<file path="config.mk">
export PLATFORM = sky130hd
export DESIGN_NAME = reorder_buffer
export DESIGN_NICKNAME = d
export VERILOG_FILES = /design/src/rtl/reorder_buffer.sv
export SDC_FILE = /design/constraint.sdc
export NUM_CORES = 2
export LEC_CHECK = 0
export CAP_MARGIN = 20
export CELL_PAD_IN_SITES_DETAIL_PLACEMENT = 0
export CELL_PAD_IN_SITES_GLOBAL_PLACEMENT = 2
export CORE_UTILIZATION = 46
export CTS_CLUSTER_SIZE = 20
export DETAILED_ROUTE_END_ITERATION = 12
export PLACE_DENSITY = 0.91
export SETUP_SLACK_MARGIN = 0.4
export SYNTH_ARGS = -nofsm -noshare
export SYNTH_HDL_FRONTEND = slang
export SYNTH_SLANG_ARGS = --single-unit
</file>
<file path="constraint.sdc">
create_clock -name clk_in -period 58.8 [get_ports clk_in]
set_clock_uncertainty 0.15 [all_clocks]
set_input_delay 11.76 -clock clk_in [delete_from_list [all_inputs] [get_ports clk_in]]
set_output_delay 11.76 -clock clk_in [all_outputs]
set_load 0.05 [all_outputs]
</file>
<file path="src/rtl/reorder_buffer.sv">
// rtl/reorder_buffer.sv - in-order retirement buffer with tag-indexed writeback and operand read port
module reorder_buffer #(
  parameter int ROB_SIZE  = 18,
  parameter int IDX_W     = 5,
  parameter int DATA_W    = 64,
  parameter int GPR_IDX_W = 5
) (
  input  logic                 clk_in,
  input  logic                 rst_in,
  input  logic                 flush_in,
  input  logic                 alloc_valid_in,
  input  logic [GPR_IDX_W-1:0] alloc_gpr_index_in,
  input  logic                 alloc_set_nzcv_in,
  output logic                 alloc_ready_out,
  output logic [IDX_W-1:0]     alloc_rob_index_out,
  input  logic                 wb_valid_in,
  input  logic [IDX_W-1:0]     wb_rob_index_in,
  input  logic [DATA_W-1:0]    wb_value_in,
  input  logic [3:0]           wb_nzcv_in,
  input  logic [IDX_W-1:0]     rd_rob_index_in,
  output logic                 rd_valid_out,
  output logic [DATA_W-1:0]    rd_value_out,
  output logic                 commit_valid_out,
  output logic [IDX_W-1:0]     commit_rob_index_out,
  output logic [GPR_IDX_W-1:0] commit_gpr_index_out,
  output logic [DATA_W-1:0]    commit_value_out,
  output logic                 commit_set_nzcv_out,
  output logic [3:0]           commit_nzcv_out,
  output logic                 empty_out
);

  localparam logic [IDX_W:0]   FULL_COUNT = (IDX_W+1)'(ROB_SIZE);
  localparam logic [IDX_W-1:0] LAST_IDX   = IDX_W'(ROB_SIZE - 1);

  logic [GPR_IDX_W-1:0] ent_gpr   [ROB_SIZE];
  logic [DATA_W-1:0]    ent_value [ROB_SIZE];
  logic [3:0]           ent_nzcv  [ROB_SIZE];
  logic [ROB_SIZE-1:0]  ent_set_nzcv;
  logic [ROB_SIZE-1:0]  ent_alloc;
  logic [ROB_SIZE-1:0]  ent_valid;

  logic [IDX_W-1:0] head;
  logic [IDX_W-1:0] tail;
  logic [IDX_W:0]   count;

  logic alloc_fire;
  logic commit_fire;
  logic wb_in_range;
  logic wb_hit;
  logic rd_in_range;
  logic rd_fwd;

  // Size need not be a power of two, so wrap is an explicit compare.
  function automatic logic [IDX_W-1:0] next_ptr(input logic [IDX_W-1:0] p);
    return (p == LAST_IDX) ? '0 : p + 1'b1;
  endfunction

  assign alloc_ready_out     = (count != FULL_COUNT);
  assign alloc_rob_index_out = tail;
  assign empty_out           = (count == '0);
  assign alloc_fire          = alloc_valid_in & alloc_ready_out;
  // Commit looks only at registered valid, so a writeback retires one edge later at the earliest.
  assign commit_fire         = (count != '0) & ent_valid[head];
  assign wb_in_range         = ({1'b0, wb_rob_index_in} < FULL_COUNT);
  assign wb_hit              = wb_valid_in & wb_in_range & ent_alloc[wb_rob_index_in];
  assign rd_in_range         = ({1'b0, rd_rob_index_in} < FULL_COUNT);

  always_comb begin
    rd_fwd       = 1'b0;
    rd_valid_out = 1'b0;
    rd_value_out = '0;
    if (rd_in_range) begin
      rd_fwd       = wb_valid_in & (wb_rob_index_in == rd_rob_index_in) & ent_alloc[rd_rob_index_in];
      rd_valid_out = (ent_alloc[rd_rob_index_in] & ent_valid[rd_rob_index_in]) | rd_fwd;
      rd_value_out = rd_fwd ? wb_value_in : ent_value[rd_rob_index_in];
    end
  end

  always_ff @(posedge clk_in or posedge rst_in) begin
    if (rst_in) begin
      head                 <= '0;
      tail                 <= '0;
      count                <= '0;
      ent_alloc            <= '0;
      ent_valid            <= '0;
      ent_set_nzcv         <= '0;
      for (int i = 0; i < ROB_SIZE; i++) begin
        ent_gpr[i]   <= '0;
        ent_value[i] <= '0;
        ent_nzcv[i]  <= '0;
      end
      commit_valid_out     <= 1'b0;
      commit_rob_index_out <= '0;
      commit_gpr_index_out <= '0;
      commit_value_out     <= '0;
      commit_set_nzcv_out  <= 1'b0;
      commit_nzcv_out      <= '0;
    end else if (flush_in) begin
      head             <= '0;
      tail             <= '0;
      count            <= '0;
      ent_alloc        <= '0;
      ent_valid        <= '0;
      commit_valid_out <= 1'b0;
    end else begin
      commit_valid_out <= commit_fire;
      if (commit_fire) begin
        commit_rob_index_out <= head;
        commit_gpr_index_out <= ent_gpr[head];
        commit_value_out     <= ent_value[head];
        commit_set_nzcv_out  <= ent_set_nzcv[head];
        commit_nzcv_out      <= ent_nzcv[head];
        ent_alloc[head]      <= 1'b0;
        ent_valid[head]      <= 1'b0;
        head                 <= next_ptr(head);
      end
      if (wb_hit) begin
        ent_value[wb_rob_index_in] <= wb_value_in;
        ent_nzcv[wb_rob_index_in]  <= wb_nzcv_in;
        ent_valid[wb_rob_index_in] <= 1'b1;
      end
      // The tail slot is never allocated while not full, so it cannot collide with a writeback.
      if (alloc_fire) begin
        ent_gpr[tail]      <= alloc_gpr_index_in;
        ent_set_nzcv[tail] <= alloc_set_nzcv_in;
        ent_valid[tail]    <= 1'b0;
        ent_alloc[tail]    <= 1'b1;
        tail               <= next_ptr(tail);
      end
      case ({alloc_fire, commit_fire})
        2'b10:   count <= count + 1'b1;
        2'b01:   count <= count - 1'b1;
        default: count <= count;
      endcase
    end
  end

endmodule

</file>
==> flow_metrics.env <==
export IMPL_maxCapViolCount=0
export IMPL_gp_congestion=0.836
export IMPL_routed_wl_um=229000
export IMPL_crit_type="in2out"
export IMPL_setup_violations=0
export IMPL_yosys_warnings=0
export IMPL_die_area_um2=168000
export IMPL_numClockSinks=1464
export IMPL_synth_edf_count=0
export IMPL_seq_area_frac_synth_pct=47.8
export IMPL_postCtsSetupBuffers=0
export IMPL_cts_resized=0
export IMPL_dieWidth_um=410
export IMPL_start_util_pct=46.4
export IMPL_synthFlopType="dfrtp_1"
export IMPL_power_density_nw_per_um2=25.6
export IMPL_fmax_ghz=0.0343
export IMPL_netlist_top_cells_area="dfrtp_1 48%, mux2_2 21%, mux4_2 17%"
export IMPL_grt_pass1_wl_um=344000
export IMPL_peakVddDrop_uv=34.3
export IMPL_numCtsBuffers=158
export IMPL_outcome="complete, but fails checks"
export IMPL_cts_tree="done"
export IMPL_drt_wirelength_per_cell_um=30.3
export IMPL_grt_overflow_total=0
export IMPL_synth_seq_cells=1464
export IMPL_syn_cell_area_um2=76700
export IMPL_grt_usage_pct=27.5
export IMPL_cts_max_path_buffers=3
export IMPL_core_area_um2=165000
export IMPL_p_leak_nw=39.6
export IMPL_grt_start_max_net_pins=173
export IMPL_root_buffer="clkbuf_16"
export IMPL_ys_types=69
export IMPL_synth_top_area_share_pct=47.8
export IMPL_drc=20
export IMPL_fin_crit_sh_pct=49.5
export IMPL_slew_violations=0
export IMPL_fillers=13628
export IMPL_first_global_vias=51066
export IMPL_worstSetupEndpointType="output pin"
export IMPL_layout_drive_gt1_share_pct=46.2
export IMPL_syn_num_nets=5401
export IMPL_num_vias=48768
export IMPL_die_y_um=410
export IMPL_finalCriticalPeriod_ns=29.13
export IMPL_netlist_instances=5302
export IMPL_hpwl_um=124000
export IMPL_syn_avg_cell_area_um2=14.5
export IMPL_cp_start_kind="primary input"
export IMPL_viasPerCell=6.46
export IMPL_worstPathArrival_ns=17.22
export IMPL_min_path_type="reg2reg"
export IMPL_hold_violations=0
export IMPL_drt_initial_drc_count=3833
export IMPL_fin_nets=5329
export IMPL_ys_async_sr_fraction_pct=100
export IMPL_required_ns=46.89
export IMPL_violations="design-rule violations"
export IMPL_clock_latency_ns=0.82
export IMPL_drt_pass1_iter_count=9
export IMPL_syn_to_final_growth_pct=11.8
export IMPL_p_total_mw=2.19
export IMPL_rsz0062_at_grt="no"
export IMPL_crit_path_max_fanout=80
export IMPL_antenna_found_initial=15
export IMPL_path_clk_slew_ns=0.06
export IMPL_setup_tns_ns=0
export IMPL_io_pins=241
export IMPL_tightest_slew_ns=1.19
export IMPL_num_rows=149
export IMPL_portBuffers=240
export IMPL_antenna_left=0
export IMPL_yosysTopAreaCell="dfrtp_1"
export IMPL_cts_hold_buf=0
export IMPL_htree_levels=4
export IMPL_slew_headroom_pct=20.6
per-stage QoR:
| stage | util [%] | instance area, um2 | std cells | hold slack [ns] | worst slack [ns] |
|---|---|---|---|---|---|
| final | 51.9 | 85700 | 7549 | 0.341 | 29.67 |
| after global routing | 51.9 | 85700 | 7546 | 0.356 | 29.33 |
| after CTS | 51.9 | 85600 | 7538 | 0.344 | 29.52 |
| after detailed placement | 48.6 | 80300 | 7256 | 0.330 | 29.51 |
| after global placement | 48.6 | 80300 | 7255 | 0.321 | 29.57 |
| after floorplan | - | 76700 | 5302 | 0.309 | 5.60 |
final cells by class:
| class | instances | area, um2 | share of cell area (%) |
|---|---|---|---|
| Antenna cell | 8 | 20.0 | 0.0234 |
| Tap cell | 2189 | 2740 | 3.19 |
| Sequential cell | 1464 | 36700 | 42.8 |
| Timing Repair Buffer | 333 | 3290 | 3.84 |
| Inverter | 12 | 55.1 | 0.0642 |
| Clock inverter | 55 | 692 | 0.807 |
| Multi-Input combinational cell | 3261 | 37700 | 43.9 |
| Clock buffer | 227 | 4620 | 5.38 |
power by group:
group          internal, mW  total (mW)  switching [mW]
clock                 0.588        1.02           0.432
sequential             1.02        1.03         0.00858
combinational        0.0452       0.142          0.0965
total                  1.65        2.19           0.537
cells by family (layout without fill, tap and decap cells):
| kind of cell | after synthesis | count (layout) | share of synthesized area, % |
|---|---|---|---|
| AOI/OAI and AO/OA | 495 | 495 | 4.38 |
| xor gates and xnor gates | 10 | 10 | 0.114 |
| adders and majority gates | 10 | 10 | 0.163 |
| buffers and inverters | 577 | 627 | 3.42 |
| DFF | 1464 | 1464 | 47.8 |
| muxes | 2224 | 2224 | 41.2 |
| other | 0 | 8 | 0 |
| and+or+nand+nor | 522 | 522 | 2.94 |
placed cells by master, fill, tap and decap left out, types with 36 or more instances in the layout:
master,netlist,routed
dfrtp_1,1464,1460
mux2_2,1429,1429
mux4_2,574,574
nor2_1,265,264
clkdlybuf4s50_1,0,235
a21oi_1,164,164
clkbuf_16,0,160
nand2_1,128,122
a221oi_1,114,114
mux2i_1,108,108
buf_4,31,80
a22oi_1,78,78
mux2_4,60,60
mux2_1,51,51
o21ai_0,49,49
nand3_1,48,44
clkbuf_8,0,36
worst paths after layout:
check                                        to  cells past startpoint                from  slack, ns
hold reg to reg                    ent_nzcv[10]                      1        ent_nzcv[10]       0.34
setup reg to reg           commit_value_out[35]                      8             head[0]      53.84
setup / recovery               rd_value_out[58]                      8  rd_rob_index_in[0]      29.67
max in group asynchronous        ent_value[277]                      7              rst_in      42.72
hold / removal                     ent_nzcv[10]                      1        ent_nzcv[10]       0.34
min in group asynchronous    commit_nzcv_out[2]                      2              rst_in      11.32
flip-flops by register name, indices dropped and copies added, names as in the netlist:
name,cells
commit_gpr_index_out,5
commit_rob_index_out,5
commit_nzcv_out,4
commit_valid_out,1
ent_valid,18
alloc_rob_index_out,5
ent_gpr,90
ent_set_nzcv,18
head,5
ent_nzcv,72
commit_set_nzcv_out,1
ent_alloc,18
commit_value_out,64
count,6
ent_value,1152
metal layers:
layer / vias up / share of wire, % / GRT usage (%)
met5: - / 0.015 / 0
met4: 6 / 3.6 / 10.5
met3: 452 / 6.8 / 4.78
met2: 1844 / 49 / 45.0
met1: 26403 / 40 / 36.5
li1: 20063 / - / -
cell usage after synthesis, types with 12 or more instances:
master and number:
a31oi_1 31, and3_1 13, mux2_1 51, o21a_1 15, mux2i_1 108, buf_6 12
buf_4 31, clkbuf_1 207, buf_1 116, o21ai_0 49, a221oi_1 114, nor2_1 265
buf_2 199, mux2_4 60, mux4_2 574, mux2_2 1429, dfrtp_1 1464, a21oi_1 164
nand3_1 48, nand2_1 128, a22oi_1 78
worst max-delay path, stage by stage:
cell and delay [ns]:
buf_8 0.62, buf_4 0.92, buf_4 0.77, buf_4 0.79, mux4_2 0.61, mux4_2 0.48
o221a_2 0.40, clkdlybuf4s50_1 0.75
Note: power is estimated with default switching activity, not from simulation.
